==> src/rtl/cpu_types_pkg.sv <==
// Shared CPU types: register index width and the pipeline controller state encoding.
package cpu_types_pkg;

  localparam int REGIDX_W = 5;

  typedef logic [REGIDX_W-1:0] regbits_t;

  typedef enum logic [1:0] {
    RUN    = 2'd0,
    DWAIT  = 2'd1,
    HALTED = 2'd2
  } ctrl_state_t;

endpackage

==> src/rtl/pipeline_ctrl_if.sv <==
// Hazard inputs and latch-control outputs of the pipeline stall/flush controller.
interface pipeline_ctrl_if #(
  parameter int CNT_W = 32
);
  import cpu_types_pkg::*;

  logic             ihit;
  logic             dhit;
  logic             mem_dREN;
  logic             mem_dWEN;
  logic             ex_dREN;
  logic             ex_regWr;
  regbits_t         ex_rd;
  regbits_t         id_rs1;
  regbits_t         id_rs2;
  logic             id_uses_rs2;
  logic             br_taken;
  logic             wb_halt;

  logic             pc_en;
  logic             ifid_en;
  logic             ifid_flush;
  logic             idex_en;
  logic             idex_flush;
  logic             exmem_en;
  logic             exmem_flush;
  logic             memwb_en;
  logic             memwb_flush;
  logic             halt;
  logic [CNT_W-1:0] stall_cnt;

  modport master (
    output ihit, dhit, mem_dREN, mem_dWEN, ex_dREN, ex_regWr, ex_rd,
           id_rs1, id_rs2, id_uses_rs2, br_taken, wb_halt,
    input  pc_en, ifid_en, ifid_flush, idex_en, idex_flush, exmem_en,
           exmem_flush, memwb_en, memwb_flush, halt, stall_cnt
  );

  modport slave (
    input  ihit, dhit, mem_dREN, mem_dWEN, ex_dREN, ex_regWr, ex_rd,
           id_rs1, id_rs2, id_uses_rs2, br_taken, wb_halt,
    output pc_en, ifid_en, ifid_flush, idex_en, idex_flush, exmem_en,
           exmem_flush, memwb_en, memwb_flush, halt, stall_cnt
  );

endinterface

==> src/rtl/pipeline_ctrl_hazard_detect.sv <==
// Load-use detector: the EX load writes a register the ID instruction is about to read.
module hazard_detect #(
  parameter int REGW = 5
) (
  input  logic            i_ex_dREN,
  input  logic            i_ex_regWr,
  input  logic [REGW-1:0] i_ex_rd,
  input  logic [REGW-1:0] i_id_rs1,
  input  logic [REGW-1:0] i_id_rs2,
  input  logic            i_id_uses_rs2,
  output logic            o_luse
);

  logic w_rd_nz;
  logic w_rs1_hit;
  logic w_rs2_hit;

  // x0 is hardwired to zero, so a load targeting it never creates a dependency
  assign w_rd_nz   = |i_ex_rd;
  assign w_rs1_hit = (i_ex_rd == i_id_rs1);
  assign w_rs2_hit = i_id_uses_rs2 & (i_ex_rd == i_id_rs2);
  assign o_luse    = i_ex_dREN & i_ex_regWr & w_rd_nz & (w_rs1_hit | w_rs2_hit);

endmodule

==> src/rtl/pipeline_ctrl.sv <==
// Stall/flush controller for the 5-stage pipeline: drives latch en/flush and PC enable,
// tracks data-memory waits and halt, and counts stalled cycles.
//   state  | meaning
//   RUN    | normal issue, lower-priority hazards arbitrated
//   DWAIT  | data access outstanding, pipeline frozen until dhit
//   HALTED | halt retired, everything frozen until reset
module pipeline_ctrl
  import cpu_types_pkg::*;
#(
  parameter int REGW  = REGIDX_W,
  parameter int CNT_W = 32
) (
  input  logic           CLK,
  input  logic           RST,
  pipeline_ctrl_if.slave bus
);

  ctrl_state_t      r_state;
  ctrl_state_t      w_state_nxt;
  logic [CNT_W-1:0] r_stall_cnt;

  logic w_mem_req;
  logic w_dstall;
  logic w_luse;
  logic w_pc_en;
  logic w_ifid_en, w_ifid_flush;
  logic w_idex_en, w_idex_flush;
  logic w_exmem_en, w_exmem_flush;
  logic w_memwb_en, w_memwb_flush;

  hazard_detect #(.REGW(REGW)) u_hazard_detect (
    .i_ex_dREN     (bus.ex_dREN),
    .i_ex_regWr    (bus.ex_regWr),
    .i_ex_rd       (bus.ex_rd),
    .i_id_rs1      (bus.id_rs1),
    .i_id_rs2      (bus.id_rs2),
    .i_id_uses_rs2 (bus.id_uses_rs2),
    .o_luse        (w_luse)
  );

  assign w_mem_req = bus.mem_dREN | bus.mem_dWEN;
  assign w_dstall  = ((r_state == RUN) & w_mem_req & ~bus.dhit) |
                     ((r_state == DWAIT) & ~bus.dhit);

  always_comb begin
    w_pc_en       = 1'b1;
    w_ifid_en     = 1'b1;
    w_ifid_flush  = 1'b0;
    w_idex_en     = 1'b1;
    w_idex_flush  = 1'b0;
    w_exmem_en    = 1'b1;
    w_exmem_flush = 1'b0;
    w_memwb_en    = 1'b1;
    w_memwb_flush = 1'b0;
    if (RST || (r_state == HALTED) || w_dstall) begin
      w_pc_en    = 1'b0;
      w_ifid_en  = 1'b0;
      w_idex_en  = 1'b0;
      w_exmem_en = 1'b0;
      w_memwb_en = 1'b0;
    end else if (bus.br_taken) begin
      w_ifid_flush  = 1'b1;
      w_idex_flush  = 1'b1;
      w_exmem_flush = 1'b1;
    end else if (w_luse) begin
      // hold ifid (never flush) so the dependent instruction survives a concurrent fetch miss
      w_pc_en      = 1'b0;
      w_ifid_en    = 1'b0;
      w_idex_flush = 1'b1;
    end else if (!bus.ihit) begin
      w_pc_en      = 1'b0;
      w_ifid_flush = 1'b1;
    end
  end

  always_comb begin
    w_state_nxt = r_state;
    case (r_state)
      RUN, DWAIT: begin
        if (bus.wb_halt)   w_state_nxt = HALTED;
        else if (w_dstall) w_state_nxt = DWAIT;
        else               w_state_nxt = RUN;
      end
      HALTED:  w_state_nxt = HALTED;
      default: w_state_nxt = RUN;
    endcase
  end

  always_ff @(posedge CLK or posedge RST) begin
    if (RST) r_state <= RUN;
    else     r_state <= w_state_nxt;
  end

  always_ff @(posedge CLK or posedge RST) begin
    if (RST) begin
      r_stall_cnt <= '0;
    end else if (!w_pc_en && (r_state != HALTED) && (r_stall_cnt != '1)) begin
      r_stall_cnt <= r_stall_cnt + {{(CNT_W-1){1'b0}}, 1'b1};
    end
  end

  assign bus.pc_en       = w_pc_en;
  assign bus.ifid_en     = w_ifid_en;
  assign bus.ifid_flush  = w_ifid_flush;
  assign bus.idex_en     = w_idex_en;
  assign bus.idex_flush  = w_idex_flush;
  assign bus.exmem_en    = w_exmem_en;
  assign bus.exmem_flush = w_exmem_flush;
  assign bus.memwb_en    = w_memwb_en;
  assign bus.memwb_flush = w_memwb_flush;
  assign bus.halt        = (r_state == HALTED);
  assign bus.stall_cnt   = r_stall_cnt;

endmodule

==> src/flat_wrapper.sv <==
// flat-port wrapper written by rule: the top's interface ports become plain ports
module pipeline_ctrl_flat import cpu_types_pkg::*;
#(
  parameter int REGW  = REGIDX_W,
  parameter int CNT_W = 32
)
  (CLK, RST, bus_ihit, bus_dhit, bus_mem_dREN, bus_mem_dWEN, bus_ex_dREN, bus_ex_regWr, bus_ex_rd, bus_id_rs1, bus_id_rs2, bus_id_uses_rs2, bus_br_taken, bus_wb_halt, bus_pc_en, bus_ifid_en, bus_ifid_flush, bus_idex_en, bus_idex_flush, bus_exmem_en, bus_exmem_flush, bus_memwb_en, bus_memwb_flush, bus_halt, bus_stall_cnt);
  pipeline_ctrl_if #(.CNT_W(CNT_W)) bus_i ();
  input  logic CLK;
  input  logic RST;
  input wire logic [$bits(bus_i.ihit)-1:0] bus_ihit;
  input wire logic [$bits(bus_i.dhit)-1:0] bus_dhit;
  input wire logic [$bits(bus_i.mem_dREN)-1:0] bus_mem_dREN;
  input wire logic [$bits(bus_i.mem_dWEN)-1:0] bus_mem_dWEN;
  input wire logic [$bits(bus_i.ex_dREN)-1:0] bus_ex_dREN;
  input wire logic [$bits(bus_i.ex_regWr)-1:0] bus_ex_regWr;
  input wire logic [$bits(bus_i.ex_rd)-1:0] bus_ex_rd;
  input wire logic [$bits(bus_i.id_rs1)-1:0] bus_id_rs1;
  input wire logic [$bits(bus_i.id_rs2)-1:0] bus_id_rs2;
  input wire logic [$bits(bus_i.id_uses_rs2)-1:0] bus_id_uses_rs2;
  input wire logic [$bits(bus_i.br_taken)-1:0] bus_br_taken;
  input wire logic [$bits(bus_i.wb_halt)-1:0] bus_wb_halt;
  output wire logic [$bits(bus_i.pc_en)-1:0] bus_pc_en;
  output wire logic [$bits(bus_i.ifid_en)-1:0] bus_ifid_en;
  output wire logic [$bits(bus_i.ifid_flush)-1:0] bus_ifid_flush;
  output wire logic [$bits(bus_i.idex_en)-1:0] bus_idex_en;
  output wire logic [$bits(bus_i.idex_flush)-1:0] bus_idex_flush;
  output wire logic [$bits(bus_i.exmem_en)-1:0] bus_exmem_en;
  output wire logic [$bits(bus_i.exmem_flush)-1:0] bus_exmem_flush;
  output wire logic [$bits(bus_i.memwb_en)-1:0] bus_memwb_en;
  output wire logic [$bits(bus_i.memwb_flush)-1:0] bus_memwb_flush;
  output wire logic [$bits(bus_i.halt)-1:0] bus_halt;
  output wire logic [$bits(bus_i.stall_cnt)-1:0] bus_stall_cnt;
  assign bus_i.ihit = bus_ihit;
  assign bus_i.dhit = bus_dhit;
  assign bus_i.mem_dREN = bus_mem_dREN;
  assign bus_i.mem_dWEN = bus_mem_dWEN;
  assign bus_i.ex_dREN = bus_ex_dREN;
  assign bus_i.ex_regWr = bus_ex_regWr;
  assign bus_i.ex_rd = bus_ex_rd;
  assign bus_i.id_rs1 = bus_id_rs1;
  assign bus_i.id_rs2 = bus_id_rs2;
  assign bus_i.id_uses_rs2 = bus_id_uses_rs2;
  assign bus_i.br_taken = bus_br_taken;
  assign bus_i.wb_halt = bus_wb_halt;
  assign bus_pc_en = bus_i.pc_en;
  assign bus_ifid_en = bus_i.ifid_en;
  assign bus_ifid_flush = bus_i.ifid_flush;
  assign bus_idex_en = bus_i.idex_en;
  assign bus_idex_flush = bus_i.idex_flush;
  assign bus_exmem_en = bus_i.exmem_en;
  assign bus_exmem_flush = bus_i.exmem_flush;
  assign bus_memwb_en = bus_i.memwb_en;
  assign bus_memwb_flush = bus_i.memwb_flush;
  assign bus_halt = bus_i.halt;
  assign bus_stall_cnt = bus_i.stall_cnt;
  pipeline_ctrl #(.REGW(REGW), .CNT_W(CNT_W)) u_core (.CLK(CLK), .RST(RST), .bus(bus_i));
endmodule
==> config.mk <==
export PLATFORM = sky130hd
export DESIGN_NAME = pipeline_ctrl_flat
export DESIGN_NICKNAME = d
export VERILOG_FILES = /design/src/rtl/cpu_types_pkg.sv /design/src/rtl/pipeline_ctrl_if.sv /design/src/rtl/pipeline_ctrl_hazard_detect.sv /design/src/rtl/pipeline_ctrl.sv /design/src/flat_wrapper.sv
export SDC_FILE = /design/constraint.sdc
export NUM_CORES = 1
export LEC_CHECK = 0
export CORE_MARGIN = 2
export CORE_UTILIZATION = 40
export CTS_CLUSTER_SIZE = 16
export DETAILED_ROUTE_END_ITERATION = 8
export MAX_ROUTING_LAYER = met4
export PLACE_DENSITY = 0.7
export SETUP_SLACK_MARGIN = 0.5
export SLEW_MARGIN = 5
export SYNTH_ARGS = -nofsm -noshare
export SYNTH_HDL_FRONTEND = slang
export SYNTH_SLANG_ARGS = --single-unit
==> constraint.sdc <==
create_clock -name CLK -period 3.6 [get_ports CLK]
set_clock_uncertainty 0.05 [all_clocks]
set_input_delay 0.9 -clock CLK [delete_from_list [all_inputs] [get_ports CLK]]
set_output_delay 0.9 -clock CLK [all_outputs]
set_load 0.01 [all_outputs]
==> results of run 1 <==
-- layout by cell type (no fill, tap or decap), drive strengths merged --
cell type and n:
clkdlybuf4s50 41, dfrtp 34, xnor2 29, buf 29
nand4 14, nand3 13, and3 12, dlygate4sd2 12
xor2 11, nor2 10, clkbuf 9, nand2 8
and4 5, inv 4, and2 4, o21ai 4
nor3 3, o21a 3, nor4 1, a32oi 1
or4 1, o211ai 1, or3 1, o41a 1
a21oi 1, mux2 1, a21o 1, nor3b 1
nand3b 1, ha 1, conb 1, bufinv 1
clkinvlp 1, clkdlybuf4s15 1
-- cell families after synthesis --
| logic type | after synthesis |
|---|---|
| DFF | 34 |
| adders and majority gates | 1 |
| and+or+nand+nor | 74 |
| xor gates and xnor gates | 40 |
| AOI/OAI and AO/OA | 12 |
| other | 1 |
| muxes | 1 |
| buffers and inverters | 13 |
-- cell usage after synthesis --
cell type / n
dfrtp_1: 34
xnor2_1: 29
nand4_1: 14
nand3_1: 13
and3_1: 12
xor2_1: 11
nor2_1: 10
nand2_1: 8
and4_1: 5
inv_1: 4
o21ai_0: 4
and2_1: 3
buf_4: 3
clkbuf_1: 3
nor3_1: 3
o21a_1: 3
buf_6: 2
a21o_1: 1
a21oi_2: 1
a32oi_1: 1
and2_0: 1
buf_2: 1
conb_1: 1
ha_1: 1
mux2_2: 1
nand3b_1: 1
nor3b_2: 1
nor4_1: 1
o211ai_1: 1
o41a_1: 1
or3_1: 1
or4_1: 1
-- power by group through the flow --
| stage | clock network (uW) | registers, uW | logic [uW] |
|---|---|---|---|
| floorplan | 0 | 482 | 215 |
| global placement | 0 | 473 | 432 |
| detailed placement | 0 | 474 | 434 |
| CTS | 353 | 466 | 435 |
| global route | 374 | 475 | 480 |
| finish | 344 | 467 | 435 |
-- sequential cells by signal, indices dropped and copies added (netlist names) --
| register | count |
|---|---|
| u_core.bus.stall_cnt | 32 |
| u_core.r_state | 2 |
-- per-layer routing --
metal	wire length, um	track usage, %	part of all wire (%)	vias up
met5	0	-	0	-
met4	41	5.451	0.96	0
met3	341	4.360	8.0	7
met2	1988	27.57	46	58
met1	1905	23.53	45	741
li1	-	-	-	781
-- cell type report --
class,instances,area (um^2)
Fill cell,358,1632
Multi-Input combinational cell,129,903.4
Sequential cell,34,850.8
Timing Repair Buffer,86,778.2
Clock buffer,6,72.57
Tap cell,52,65.06
Clock inverter,2,37.54
Inverter,4,15.01
-- worst reg2reg max path, delay by kind of cell (launching register included) --
family,cells,cell delay [ps]
XOR/XNOR,1,140
AND/OR/NAND/NOR,5,1170
AO/OA/AOI/OAI,1,160
flip-flops,1,440
buffers and inverters,1,170
-- path summary, 6_finish.rpt --
kind | startpoint | to | slack, ps
setup reg to reg | u_core.bus.stall_cnt[2] | u_core.bus.stall_cnt[22] | 1360
setup / recovery | bus_ex_rd[2] | bus_idex_flush | 360
max in group asynchronous | RST | u_core.bus.stall_cnt[25] | 2160
min in group asynchronous | RST | u_core.bus.stall_cnt[11] | 1040
hold reg to reg | u_core.bus.stall_cnt[14] | u_core.bus.stall_cnt[14] | 440
hold / removal | u_core.bus.stall_cnt[14] | u_core.bus.stall_cnt[14] | 440
-- through the flow --
stage	worst slack (ps)	setup TNS [ps]	hold slack, ps
finish	360.0	0	441.7
global route	258.6	0	460.1
CTS	380.2	0	446.0
detailed placement	-335.7	-1133	431.9
global placement	-317.2	-1092	429.5
floorplan	564.1	0	465.3
-- repair_timing --
action                     4_1_cts  5_1_grt
buffers inserted                 8        1
setup endpoints to repair       23        8
gates resized for setup         66        9
gates cloned                     0        0
pin swaps                       17       10
==> impl_metrics.tcl, run 1 <==
set metrics [dict create \
    drv_cap 0 \
    grt_pass1_wl_um 7058 \
    hold_path_depth 1 \
    clockRootBuffer "clkbuf_8" \
    layout-drive-gt1-share_pct 17.62 \
    die_area_um2 5080 \
    antenna_found_initial 0 \
    power.leakage_uw 0.001210 \
    final_cells 313 \
    yosysSeqAreaShare_pct 46.99 \
    synth_top_family_by_area "simple AND/OR/NAND/NOR gates" \
    clock-sinks 34 \
    critPathKind "in -> out" \
    synthMuxAreaShare_pct 0.6220 \
    grt_pass1_vias 1558 \
    gp_congestion 0.8256 \
    vias 1587 \
    critical_path_arrival_ps 2290 \
    outcome "complete, no violations" \
    power_uw 1246 \
    numPortBuffers 66 \
    synth_top_area_share_pct 46.99 \
    worstSetupStartpointType "input pin" \
    synthSimpleGateAreaFrac_pct 23.15 \
    start_util_pct 41.58 \
    drt_first_pass_iters 4 \
    die_x_um 71.28 \
    syn_to_final_growth_pct 50.38 \
    period_needed_ps 3240 \
    critPathBufInv 4 \
    power.share.combinational_pct 34.9 \
    overflow 0 \
    wire_per_inst_um 13.66 \
    drtIter0Drc 23 \
    crit_path_cell_trace "buf_8, or4_4, o211ai_1, buf_4, buf_6, nor2_2, o21a_1, buf_2" \
    ant_nets 0 \
    dp.cells 296 \
    grt_max_degree 35 \
    rows 24 \
    avgSynthCellArea_um2 10.29 \
    synthTopCellsByArea "dfrtp_1 (47%), xnor2_1 (14%), xor2_1 (5.3%)" \
    hp-class "reg -> reg" \
    cts_tree "built" \
    holdBufCountCts 0 \
    yosysWarnings 0 \
    fp.coreArea_um2 4354 \
    synth_largest_area_cell "dfrtp_1" \
    seqPwrFrac_pct 37.4 \
    finalNetCount 287 \
    synthAdderAreaFrac_pct 0.6911 \
    path_depth 8 \
    num_antenna_cells 0 \
    drcViolationCount 0 \
    htree_levels 2 \
    ir_drop_v 0.0004067 \
    vias_per_cell 5.070 \
    critPathTopFamily "simple AND/OR/NAND/NOR gates" \
    dpl.hpwl_um 2945 \
    clk_path_buf_depth 2 \
    rsz0062_at_grt "true" \
    die_h_um 71.28 \
    setup_viol 0 \
    synth-xor-area-share_pct 19.35 \
    p_sw_share_pct 30.93 \
    synth-seq-cells 34 \
    fin_crit_sh_pct 90.00 \
    reg2reg_depth 8 \
    syn-cell-area_um2 1810 \
    clk-insertion-delay-late_ps 280 \
    max_freq_ghz 0.3086 \
    ys_types 32 \
    place_area_um2 2570 \
    worstSetupEndpointType "primary output" \
    synth_compound_area_share_pct 4.768 \
    cp_slowest_cell "or4_4" \
    clkPwrFrac_pct 27.6 \
    powerDensity_nw_per_um2 457.8 \
    drv_slew 0 \
    grt_usage_pct 17.90 \
    pin_count 68 \
    drt-total-wl_um 4276 \
    finalHoldViolCount 0 \
    cts-buffers-inserted 5 \
    postLayoutCoreUtil_pct 62.53 \
    worstPathRequired_ps 2650 \
    clk_pin_slew_ps 70 \
    synthesis.nets 203 \
    internal_power_uw 860.9 \
    max_stage_delay_ps 510 \
    design_area_um2 2723 \
    crit_fanout 2 \
    postSynthCellCount 176 \
    p_switching_uw 385.6 \
]
(Power assumes the default switching activity.)
==> run 2: changes to the inputs <==
--- a/config.mk
+++ b/config.mk
@@ -5,12 +5,14 @@
 export SDC_FILE = /design/constraint.sdc
 export NUM_CORES = 1
 export LEC_CHECK = 0
+export CORE_ASPECT_RATIO = 1.2
 export CORE_MARGIN = 2
 export CORE_UTILIZATION = 40
 export CTS_CLUSTER_SIZE = 16
 export DETAILED_ROUTE_END_ITERATION = 8
+export GPL_ROUTABILITY_DRIVEN = 0
 export MAX_ROUTING_LAYER = met4
-export PLACE_DENSITY = 0.7
+export PLACE_DENSITY = 0.74
 export SETUP_SLACK_MARGIN = 0.5
 export SLEW_MARGIN = 5
 export SYNTH_ARGS = -nofsm -noshare
==> run 2 against run 1 <==
  * Sequential cell count unchanged
  * Routed wire length rose by 4.4%
  * Via count rose by 1.8%
  * Final cell count up 0.96%
  * Non-clock buffer count shrank 1
  * Hold slack worse by 2.9 ps
  * Sequential share of layout area shrank 0.11 points
  * Clock power shrank 15%
  * Critical path type unchanged
  * Critical endpoint unchanged
  * Largest cell class unchanged
  * Largest power group unchanged
==> impl_metrics.tcl, run 2 (synthesis results as in run 1) <==
set metrics [dict create \
    clk-insertion-delay-late_ps 290 \
    rsz0062_at_grt "true" \
    worstPathRequired_ps 2650 \
    drv_cap 0 \
    largest_reg_flops 32 \
    fp.coreArea_um2 4294 \
    htree_levels 2 \
    reg2reg_from "u_core.bus.stall_cnt[2]" \
    outcome "complete, no violations" \
    clk_path_buf_depth 2 \
    grt_pass1_wl_um 7065 \
    ff2ff_setup_slack_ps 1250 \
    setup_viol 0 \
    p_sw_share_pct 32.87 \
    overflow 0 \
    drt_first_pass_iters 3 \
    die_h_um 77.70 \
    finalHoldViolCount 0 \
    layout-drive-gt1-share_pct 18.08 \
    drt-total-wl_um 4466 \
    finalNetCount 286 \
    dpl.hpwl_um 3081 \
    cp-endpoint "bus_idex_flush" \
    seqPwrFrac_pct 38.5 \
    powerDensity_nw_per_um2 443.5 \
    period_needed_ps 3314 \
    power.leakage_uw 0.001202 \
    layout_common_cells "clkdlybuf4s50_1 (42), dfrtp_1 (34), xnor2_1 (29)" \
    grt_max_degree 35 \
    pin_count 68 \
    power.share.combinational_pct 37.4 \
    final_common_cell "clkdlybuf4s50_1" \
    worstSetupStartpointType "input pin" \
    cts_tree "built" \
    max_freq_ghz 0.3018 \
    fin_crit_sh_pct 92.05 \
    startpoint "bus_ex_rd[3]" \
    p_switching_uw 398.4 \
    cts-buffers-inserted 5 \
    worstSetupEndpointType "primary output" \
    clock-sinks 34 \
    holdBufCountCts 0 \
    syn_to_final_growth_pct 50.93 \
    grt_pass1_vias 1539 \
    drtIter0Drc 36 \
    internal_power_uw 813.6 \
    worst_slew_pin_slew_ps 535.4 \
    die_x_um 65.42 \
    die_area_um2 5083 \
    drv_slew 0 \
    critPathKind "in -> out" \
    ant_nets 0 \
    whs_ps 438.9 \
    numPortBuffers 66 \
    nFillCells 375 \
    max_slew_margin_pct 64.03 \
    clockRootBuffer "clkbuf_8" \
    hp-class "reg -> reg" \
    critical_path_arrival_ps 2360 \
    antenna_found_initial 0 \
    start_util_pct 42.16 \
    reg2reg_depth 8 \
    drcViolationCount 0 \
    rows 26 \
    vias_per_cell 5.114 \
    grt_usage_pct 18.37 \
    crit_fanout 3 \
    vias 1616 \
    num_antenna_cells 0 \
    wire_per_inst_um 14.13 \
    clkPwrFrac_pct 24.1 \
    r2r_end "u_core.bus.stall_cnt[22]" \
    ir_drop_v 0.0003386 \
    setup_tns_ps 0 \
    clk_pin_slew_ps 70 \
]
run 2: repair_timing:
item,4_1_cts,5_1_grt
gates resized for setup,62,16
endpoints found under the setup margin,8,36
pin swaps,15,13
gates cloned,0,1
setup buffers,7,2
run 2: layout make-up:
type	count	area (um^2)	area share (%)
multi-input cells	129	924.6	33.84
repair buffers	85	780.7	28.57
inverters	4	15.01	0.5495
flip-flops and latches	34	850.8	31.14
well taps	56	70.07	2.564
clock inverters	1	5.005	0.1832
clock buffers	7	86.33	3.159
run 2: through the flow:
stage	cells	setup slack (ps)	power (uW)	util (%)	instance area [um^2]
global route	316	237.6	1282	63.64	2733
detailed placement	298	-358.1	898.5	59.32	2547
floorplan	176	564.1	697.3	-	1810
global placement	298	-304.5	889.1	59.32	2547
finish	316	286.2	1212	63.64	2733
CTS	313	306.3	1182	62.24	2673
run 2: power by group through the flow:
| stage | Sequential [uW] | Combinational [uW] | Clock (uW) |
|---|---|---|---|
| floorplan | 482 | 215 | 0 |
| global placement | 474 | 415 | 0 |
| detailed placement | 474 | 424 | 0 |
| CTS | 467 | 420 | 294 |
| global route | 476 | 491 | 315 |
| finish | 467 | 453 | 292 |
run 2: routing by layer:
layer	vias up	part of all wire, %	routed length [um]	GRT usage [%]
met1	774	41	1839	21.11
met2	55	48	2154	30.31
li1	780	-	-	-
met5	-	0	0	-
met3	7	9.5	426	6.522
met4	0	1.0	45	5.000
run 2: critical path, stage by stage:
cell and delay (ps):
buf_8 100, or4_4 520, o211ai_1 270, buf_4 170
buf_6 90, nor2_2 30, o21a_1 150, buf_2 130
run 2: worst min-delay path by stage:
stage | slack [ps] | endpoint | cells after the start | startpoint
after global routing | 460 | u_core.bus.stall_cnt[19] | 1 | u_core.bus.stall_cnt[19]
after detailed placement | 430 | u_core.bus.stall_cnt[28] | 1 | u_core.bus.stall_cnt[28]
final | 440 | u_core.bus.stall_cnt[28] | 1 | u_core.bus.stall_cnt[28]
after global placement | 430 | u_core.bus.stall_cnt[5] | 1 | u_core.bus.stall_cnt[5]
after CTS | 440 | u_core.bus.stall_cnt[28] | 1 | u_core.bus.stall_cnt[28]
after floorplan | 470 | u_core.r_state[0] | 2 | u_core.r_state[1]
